<file path="src/rtl/behavioral_wv_unit.sv">
// W/V Boolean unit holding a gate-level and a behavioural copy of the same function.
// W/V come from the behavioural path; a sticky flag records any disagreement between the two copies.
module behavioral_wv_unit #(
  parameter bit OUT_REG = 1'b1
) (
  input  logic clk,
  input  logic rst,
  input  logic A,
  input  logic B,
  input  logic C,
  input  logic D,
  output logic W,
  output logic V,
  output logic mismatch
);

  // Structural copy: nets are kept explicit so a single net can be probed or overridden.
  wire n_b, ab_and, cd_and, gate_w;
  wire ab_or, cd_xor, cd_xnor, gate_v;

  not u_w_nb  (n_b,    B);
  and u_w_ab  (ab_and, A, n_b);
  and u_w_cd  (cd_and, C, D);
  or  u_w_or  (gate_w, ab_and, cd_and);

  or  u_v_ab  (ab_or,   A, B);
  xor u_v_cd  (cd_xor,  C, D);
  not u_v_nx  (cd_xnor, cd_xor);
  and u_v_and (gate_v,  ab_or, cd_xnor);

  logic beh_w, beh_v;
  assign beh_w = (A & ~B) | (C & D);
  assign beh_v = (A | B) & ~(C ^ D);

  logic mismatch_d, mismatch_q;

  always_comb begin
    mismatch_d = mismatch_q;
    if ((gate_w != beh_w) || (gate_v != beh_v)) mismatch_d = 1'b1;
  end

  always_ff @(posedge clk or posedge rst) begin
    if (rst) mismatch_q <= 1'b0;
    else     mismatch_q <= mismatch_d;
  end

  assign mismatch = mismatch_q;

  generate
    if (OUT_REG) begin : g_reg
      logic w_d, v_d, w_q, v_q;

      always_comb begin
        w_d = beh_w;
        v_d = beh_v;
      end

      always_ff @(posedge clk or posedge rst) begin
        if (rst) begin
          w_q <= 1'b0;
          v_q <= 1'b0;
        end else begin
          w_q <= w_d;
          v_q <= v_d;
        end
      end

      assign W = w_q;
      assign V = v_q;
    end else begin : g_comb
      // Reset still forces the outputs low in the combinational build.
      assign W = beh_w & ~rst;
      assign V = beh_v & ~rst;
    end
  endgenerate

endmodule

</file>
<file path="config.mk">
export PLATFORM = sky130hd
export DESIGN_NAME = behavioral_wv_unit
export DESIGN_NICKNAME = d
export VERILOG_FILES = /design/src/rtl/behavioral_wv_unit.sv
export SDC_FILE = /design/constraint.sdc
export NUM_CORES = 1
export LEC_CHECK = 0
export CAP_MARGIN = 20
export CELL_PAD_IN_SITES_DETAIL_PLACEMENT = 1
export CELL_PAD_IN_SITES_GLOBAL_PLACEMENT = 1
export CORE_AREA = 2 2 39 41
export CTS_CLUSTER_DIAMETER = 60
export CTS_CLUSTER_SIZE = 8
export DETAILED_ROUTE_END_ITERATION = 7
export DIE_AREA = 0 0 41 43
export PLACE_DENSITY_LB_ADDON = 0.1
export SETUP_SLACK_MARGIN = 0.05
export SYNTH_ARGS = -nofsm -noshare
export SYNTH_HDL_FRONTEND = slang
export SYNTH_SLANG_ARGS = --single-unit
</file>
<file path="constraint.sdc">
create_clock -name clk -period 1.6 [get_ports clk]
set_clock_uncertainty 0.15 [all_clocks]
set_input_delay 0.32 -clock clk [delete_from_list [all_inputs] [get_ports clk]]
set_output_delay 0.32 -clock clk [all_outputs]
set_load 0.05 [all_outputs]
</file>
# Word-level counts from Yosys, hierarchy flattened
# Cells that the tools add are included.
# op_classes
bitwise_logic,8
# ops
operator,count
AND 1 bit,3
inverter 1 bit,2
OR 1 bit,2
bitwise XOR 1 bit,1
# word_totals
ff_bits,2
output_inout_bits,3
elab_cells,10

# Depth between registers and ports, before layout
# Gate-level depths: netlist (run 1).
# logic_depth
depth_word,3
depth_mapped,2
mapped_depth_nobuf,2

# Least setup slack after synthesis (run 1)
# No wires, ideal clock.
# synth_path
path_kind,register -> output
startpoint,reg g_reg.v_q (netlist: V)
endpoint,out V
arrival_ns,0.586
required_time_ns,1.130
setup_slack_ns,0.544
path_stages_with_launch,1
cell_sequence,dfrtp_1
# synth_lines
item,line_no,text
start: declaration,51,"logic w_d, v_d, w_q, v_q;"
start signal: assignment,64,v_q <= v_d;
end: declaration,13,"output logic V,"
# No word-level cell between the ends.

# Worst setup path in the final report (run 1)
# layout_path
startpoint,reg g_reg.w_q (netlist: W)
endpoint,out W
# layout_lines
item,line_no,text
start: declaration,51,
start signal: assignment,63,w_q <= w_d;
end: declaration,12,"output logic W,"
# No word-level cell between the ends.

==> impl_metrics.toml, run 1 <==
[route]
drcViolationCount = 0
drt_wl_total_um = 254
wl_met2_um = 118
wl_per_cell_um = 7.257
drt-met1-wl_um = 81
ant_nets = 0
vias = 98
dr.pass1.iters = 2
routed.top_layer = "met3"
first_iter_violations = 3
drt-vias-per-instance = 2.800
wl_met3_um = 54

[setup_path]
cp_top_family = "flip-flops"
crit_path_top_delay_cell = "dfrtp_1"
critPathCaptureType = "output pin"
cp.arrival_ns = 0.76
critical_path.cell_chain = "buf_12"
critPathMaxFanout = 1
worstPathRequired_ns = 1.13
cp_slowest_stage_delay_ns = 0.38
critPathLaunchType = "register"
path_buf_inv = 1
crit_type = "reg -> out"

[power_and_ir_drop]
clkPwrFrac = 0.478
powerDensity_nw_per_um2 = 1044
pwr-share-comb = 0.266
peakVddDrop_mv = 0.1534
power_frac_seq = 0.256
intPower_mw = 0.1696
p_sw_frac = 0.2660
power_switching_mw = 0.06147
p_leak_nw = 0.1090

[logic_synthesis]
ys_types = 7
syn-cell-area_um2 = 96.34
synthTopCellsByCount = "2 x dfrtp_1, 2 x inv_1, 2 x nor2_1"
synth_cells = 10
synthArstFlopShare = 1.000
ys_ff_latch = 2
ys.flop_type = "dfrtp_1"
synth_nets = 17
synth_warnings = 0
synth_area_leaders = "dfrtp_1 52%, ha_1 13%, a21o_1 7.8%, buf_4 7.8%, inv_1 7.8%"
synth.top_cell.area_share = 0.5195
synth_edf_count = 0
yosysSeqAreaShare = 0.5195
yosys.area.top_type = "dfrtp_1"
syn_area_per_cell_um2 = 9.634

[clocking]
cts_resized = 0
cts_tree = "done"
clockRootBuffer = "clkbuf_4"
cts_max_level = 1
numCtsBuffers = 3
hold_buffers = 0
clock_sinks = 2
cts_setup_buffers = 0
ctsLongestPathBuffers = 2
clkTransAtPathRegs_ns = 0.03

[place]
gp_congestion = 0.4604
io_buffers = 7
dp_slack_ns = 0.2388

[timing]
drv_slew = 0
setup-tns-final_ns = 0
finalSetupViolations = 0
period_share = 0.7695
fin_crit_ns = 1.231
fmax_ghz = 0.8122
worst_slack_ns = 0.3688
hold_viol = 0
rsz0062_at_grt = "false"

[finish]
diodes = 0
area_growth_pct = 129.9
final_nets = 28
drive_gt1_frac = 0.2632
n_fill_cell = 164

[global_routing]
globalRouteTotalUtil = 0.03912
grt_max_degree = 3
grt_pass1_vias = 100
grt_pass1_wl_um = 372
grt_overflow_total = 0
grt_antenna_before_repair = 0

[floorplan]
start_util = 0.06962
num_rows = 14
top_level_ports = 9
fp.coreArea_um2 = 1384
die_h_um = 43
design.die.area_um2 = 1763
dieWidth_um = 41

[min_path]
min-delay-path-class = "in -> async"

[flow_run]
cap_violations = 0

[status]
outcome = "complete, no violations"
[cells in the final DEF, fill, tap and decap left out, drive strengths merged]
cell           count
clkdlybuf4s50      5
clkbuf             3
dfrtp              2
inv                2
nor2               2
buf                2
a21o               1
ha                 1
conb               1
[sequential cells by signal, summed over array words and instances (netlist names)]
signal / flops
V: 1
W: 1
[per-stage QoR]
step | std cells | utilization | power (mW) | hold slack (ns) | instance area, um^2
after floorplan | 10 | - | 0.08661 | -0.08882 | 96.34
after global placement | 32 | 0.1438 | 0.1209 | 0.3368 | 198.9
after detailed placement | 32 | 0.1438 | 0.1213 | 0.3460 | 198.9
after CTS | 35 | 0.1600 | 0.2415 | 0.1087 | 221.5
after global routing | 35 | 0.1600 | 0.2451 | 0.1302 | 221.5
final | 35 | 0.1600 | 0.2311 | 0.1095 | 221.5
[power by group through the flow]
stage | sequential [mW] | combinational (mW) | clock, mW
2_1_floorplan | 0.0736 | 0.0130 | 0
3_3_place_gp | 0.0598 | 0.0612 | 0
3_5_place_dp | 0.0598 | 0.0615 | 0
4_1_cts | 0.0592 | 0.0624 | 0.120
5_1_grt | 0.0597 | 0.0652 | 0.120
6_report | 0.0591 | 0.0614 | 0.111
[area by class of cell]
type,count,area [um^2],area share
Timing Repair Buffer,7,90.09,0.4068
Sequential cell,2,50.05,0.2260
Multi-Input combinational cell,5,31.28,0.1412
Clock buffer,3,22.52,0.1017
Tap cell,16,20.02,0.09040
Inverter,2,7.507,0.03390
[routing by layer]
metal,up-vias,global-route usage
met5,-,0
met4,0,0.06000
met3,0,0.03141
met2,8,0.05000
met1,44,0.02564
li1,46,-
[how the worst max path moves through the flow]
stage | end | startpoint | cells after the start
after floorplan | V | V$_DFF_PP0_ | 0
after global placement | V$_DFF_PP0_ | C | 3
after detailed placement | V$_DFF_PP0_ | C | 3
after CTS | W | W$_DFF_PP0_ | 1
after global routing | W | W$_DFF_PP0_ | 1
final | W | W$_DFF_PP0_ | 1
[cell families after synthesis]
group / Yosys count / synth area share
AO/OA/AOI/OAI: 1 / 0.07795
AND/OR/NAND/NOR: 2 / 0.07795
buffers and inverters: 3 / 0.1559
adder cells (fa/ha/maj): 1 / 0.1298
flip-flops: 2 / 0.5195
other: 1 / 0.03892
(Power assumes the default switching activity.)
==> inputs of run 2 (changes only) <==
==> constraint.sdc (replaced) <==
create_clock -name clk -period 1.05 [get_ports clk]
set_clock_uncertainty 0.15 [all_clocks]
set_input_delay 0.21 -clock clk [delete_from_list [all_inputs] [get_ports clk]]
set_output_delay 0.21 -clock clk [all_outputs]
set_load 0.05 [all_outputs]
==> run 2 against run 1 <==
Compared with the run above: the run now ends with negative setup slack left; count of clock-buffer cells in the layout unchanged; sequential power rose by 52%; final cell count rose by 2.9%; critical path depth stayed put; worst hold slack better by 0.043 ns; routed wire length shrank 3.5%; flip-flop and latch count did not move; setup slack worse by 0.44 ns; power grew 52%; global-route usage about the same; utilization up 0.81 points; final area up 5.1%.
==> impl_metrics.toml, run 2 (synthesis gave the netlist of run 1 again) <==
[status]
outcome = "finished, violations left"
violations = "negative setup slack"

[timing]
finalSetupViolations = 2
fin_crit_ns = 1.120
fmax_ghz = 0.8929
worst_slack_ns = -0.06997
hold_viol = 0
rsz0062_at_grt = "true"
drv_slew = 0
period_share = 1.067

[finish]
n_fill_cell = 168
diodes = 0
postLayoutCoreUtil = 0.1682
drive_gt1_frac = 0.3000
final_cell_mix = "3 x clkbuf_4, 3 x clkdlybuf4s50_1, 2 x dfrtp_1, 2 x nor2_1, 2 x buf_12"
area_growth_pct = 141.6
final_nets = 29

[place]
detailed_place_hpwl_um = 190.6
io_buffers = 7
gp_congestion = 0.4662

[global_routing]
grt_pass1_wl_um = 365
grt_antenna_before_repair = 0
globalRouteTotalUtil = 0.03908
grt_max_degree = 3
grt_pass1_vias = 118
grt_overflow_total = 0

[setup_path]
cp_top_family = "flip-flops"
cp.arrival_ns = 0.76
crit_type = "reg -> out"
cp_slowest_stage_delay_ns = 0.38
critPathCaptureType = "output pin"
critPathLaunchType = "register"
critPathMaxFanout = 1
critical_path.cell_chain = "buf_12"
worstPathRequired_ns = 0.69
crit_path_top_delay_cell = "dfrtp_1"
critPathLaunch = "W$_DFF_PP0_"
path_buf_inv = 1
worst-path-stages = 1
endpoint = "W"

[power_and_ir_drop]
peakVddDrop_mv = 0.2685
p_leak_nw = 0.1226
power.total_mw = 0.3521
powerDensity_nw_per_um2 = 1513

[clocking]
cts_tree = "done"
clkTransAtPathRegs_ns = 0.03
clockRootBuffer = "clkbuf_4"
ctsLongestPathBuffers = 2
cts_max_level = 1
numCtsBuffers = 3
clock_sinks = 2
cts_setup_buffers = 0

[floorplan]
num_rows = 14
die_h_um = 43
fp.coreArea_um2 = 1384
dieWidth_um = 41
design.die.area_um2 = 1763
start_util = 0.06962
top_level_ports = 9

[route]
wl_per_cell_um = 6.806
drcViolationCount = 0
drt-vias-per-instance = 2.694
dr.pass1.iters = 1
ant_nets = 0
first_iter_violations = 0
vias = 97
drt_wl_total_um = 245

[min_path]
min-delay-path-class = "in -> reg"

[flow_run]
cap_violations = 0
-- run 2: cell count changes in the layout (fill, tap and decap cells not counted) --
cell	before	now
dlygate4sd2_1	0	1
dlymetal6s2s_1	0	1
clkdlybuf4s50_1	5	3
inv_2	0	1
inv_1	2	1
dlygate4sd3_1	0	1
-- run 2: what timing repair did --
| action | CTS | global route |
|---|---|---|
| endpoints found under the setup margin | 3 | 6 |
| endpoints found under the hold margin | 1 | 0 |
| gates resized for setup | 1 | 2 |
| pin swaps | 2 | 2 |
| hold buffers | 1 | 0 |
-- run 2: worst min path at each step --
| stage | start | to | slack (ns) | cells after the start |
|---|---|---|---|---|
| 4_1_cts | D | V$_DFF_PP0_ | 0.25 | 3 |
| 5_1_grt | C | V$_DFF_PP0_ | 0.19 | 3 |
| 6_report | C | V$_DFF_PP0_ | 0.15 | 3 |
| 3_5_place_dp | rst | V$_DFF_PP0_ | 0.24 | 2 |
| 2_1_floorplan | rst | V$_DFF_PP0_ | -0.20 | 1 |
| 3_3_place_gp | rst | V$_DFF_PP0_ | 0.22 | 2 |
-- run 2: per-stage QoR --
step,hold WS (ns),cell area [um^2],instances,worst slack (ns),TNS [ns]
floorplan,-0.1988,96.34,10,0.1041,0
global placement,0.2240,198.9,32,-0.2118,-0.3965
detailed placement,0.2368,198.9,32,-0.2025,-0.3926
CTS,0.2467,230.2,36,-0.08637,-0.1671
global route,0.1916,232.7,36,-0.09474,-0.1864
finish,0.1522,232.7,36,-0.06997,-0.1366
-- run 2: final cells by class --
type	count	area, um^2	share of cell area
inverter	2	7.507	0.03226
multi-input combinational	5	31.28	0.1344
sequential	2	50.05	0.2151
clock buffer	3	22.52	0.09677
timing repair buffer	8	101.3	0.4355
tap	16	20.02	0.08602
-- run 2: metal layers --
layer	GRT usage	vias to the layer above	wire length [um]	part of all wire
met5	0	-	0	0
met4	0.08000	0	0	0
met3	0.01571	0	48	0.20
met2	0.05313	8	118	0.48
met1	0.02236	42	78	0.32
li1	-	47	-	-
-- run 2: power breakdown --
part	switching (mW)	internal (mW)	leakage (nW)
Sequential	0.00547	0.0847	0.0243
Clock	0.0421	0.126	0.0138
Combinational	0.0457	0.0483	0.0845
Total	0.0932	0.259	0.123
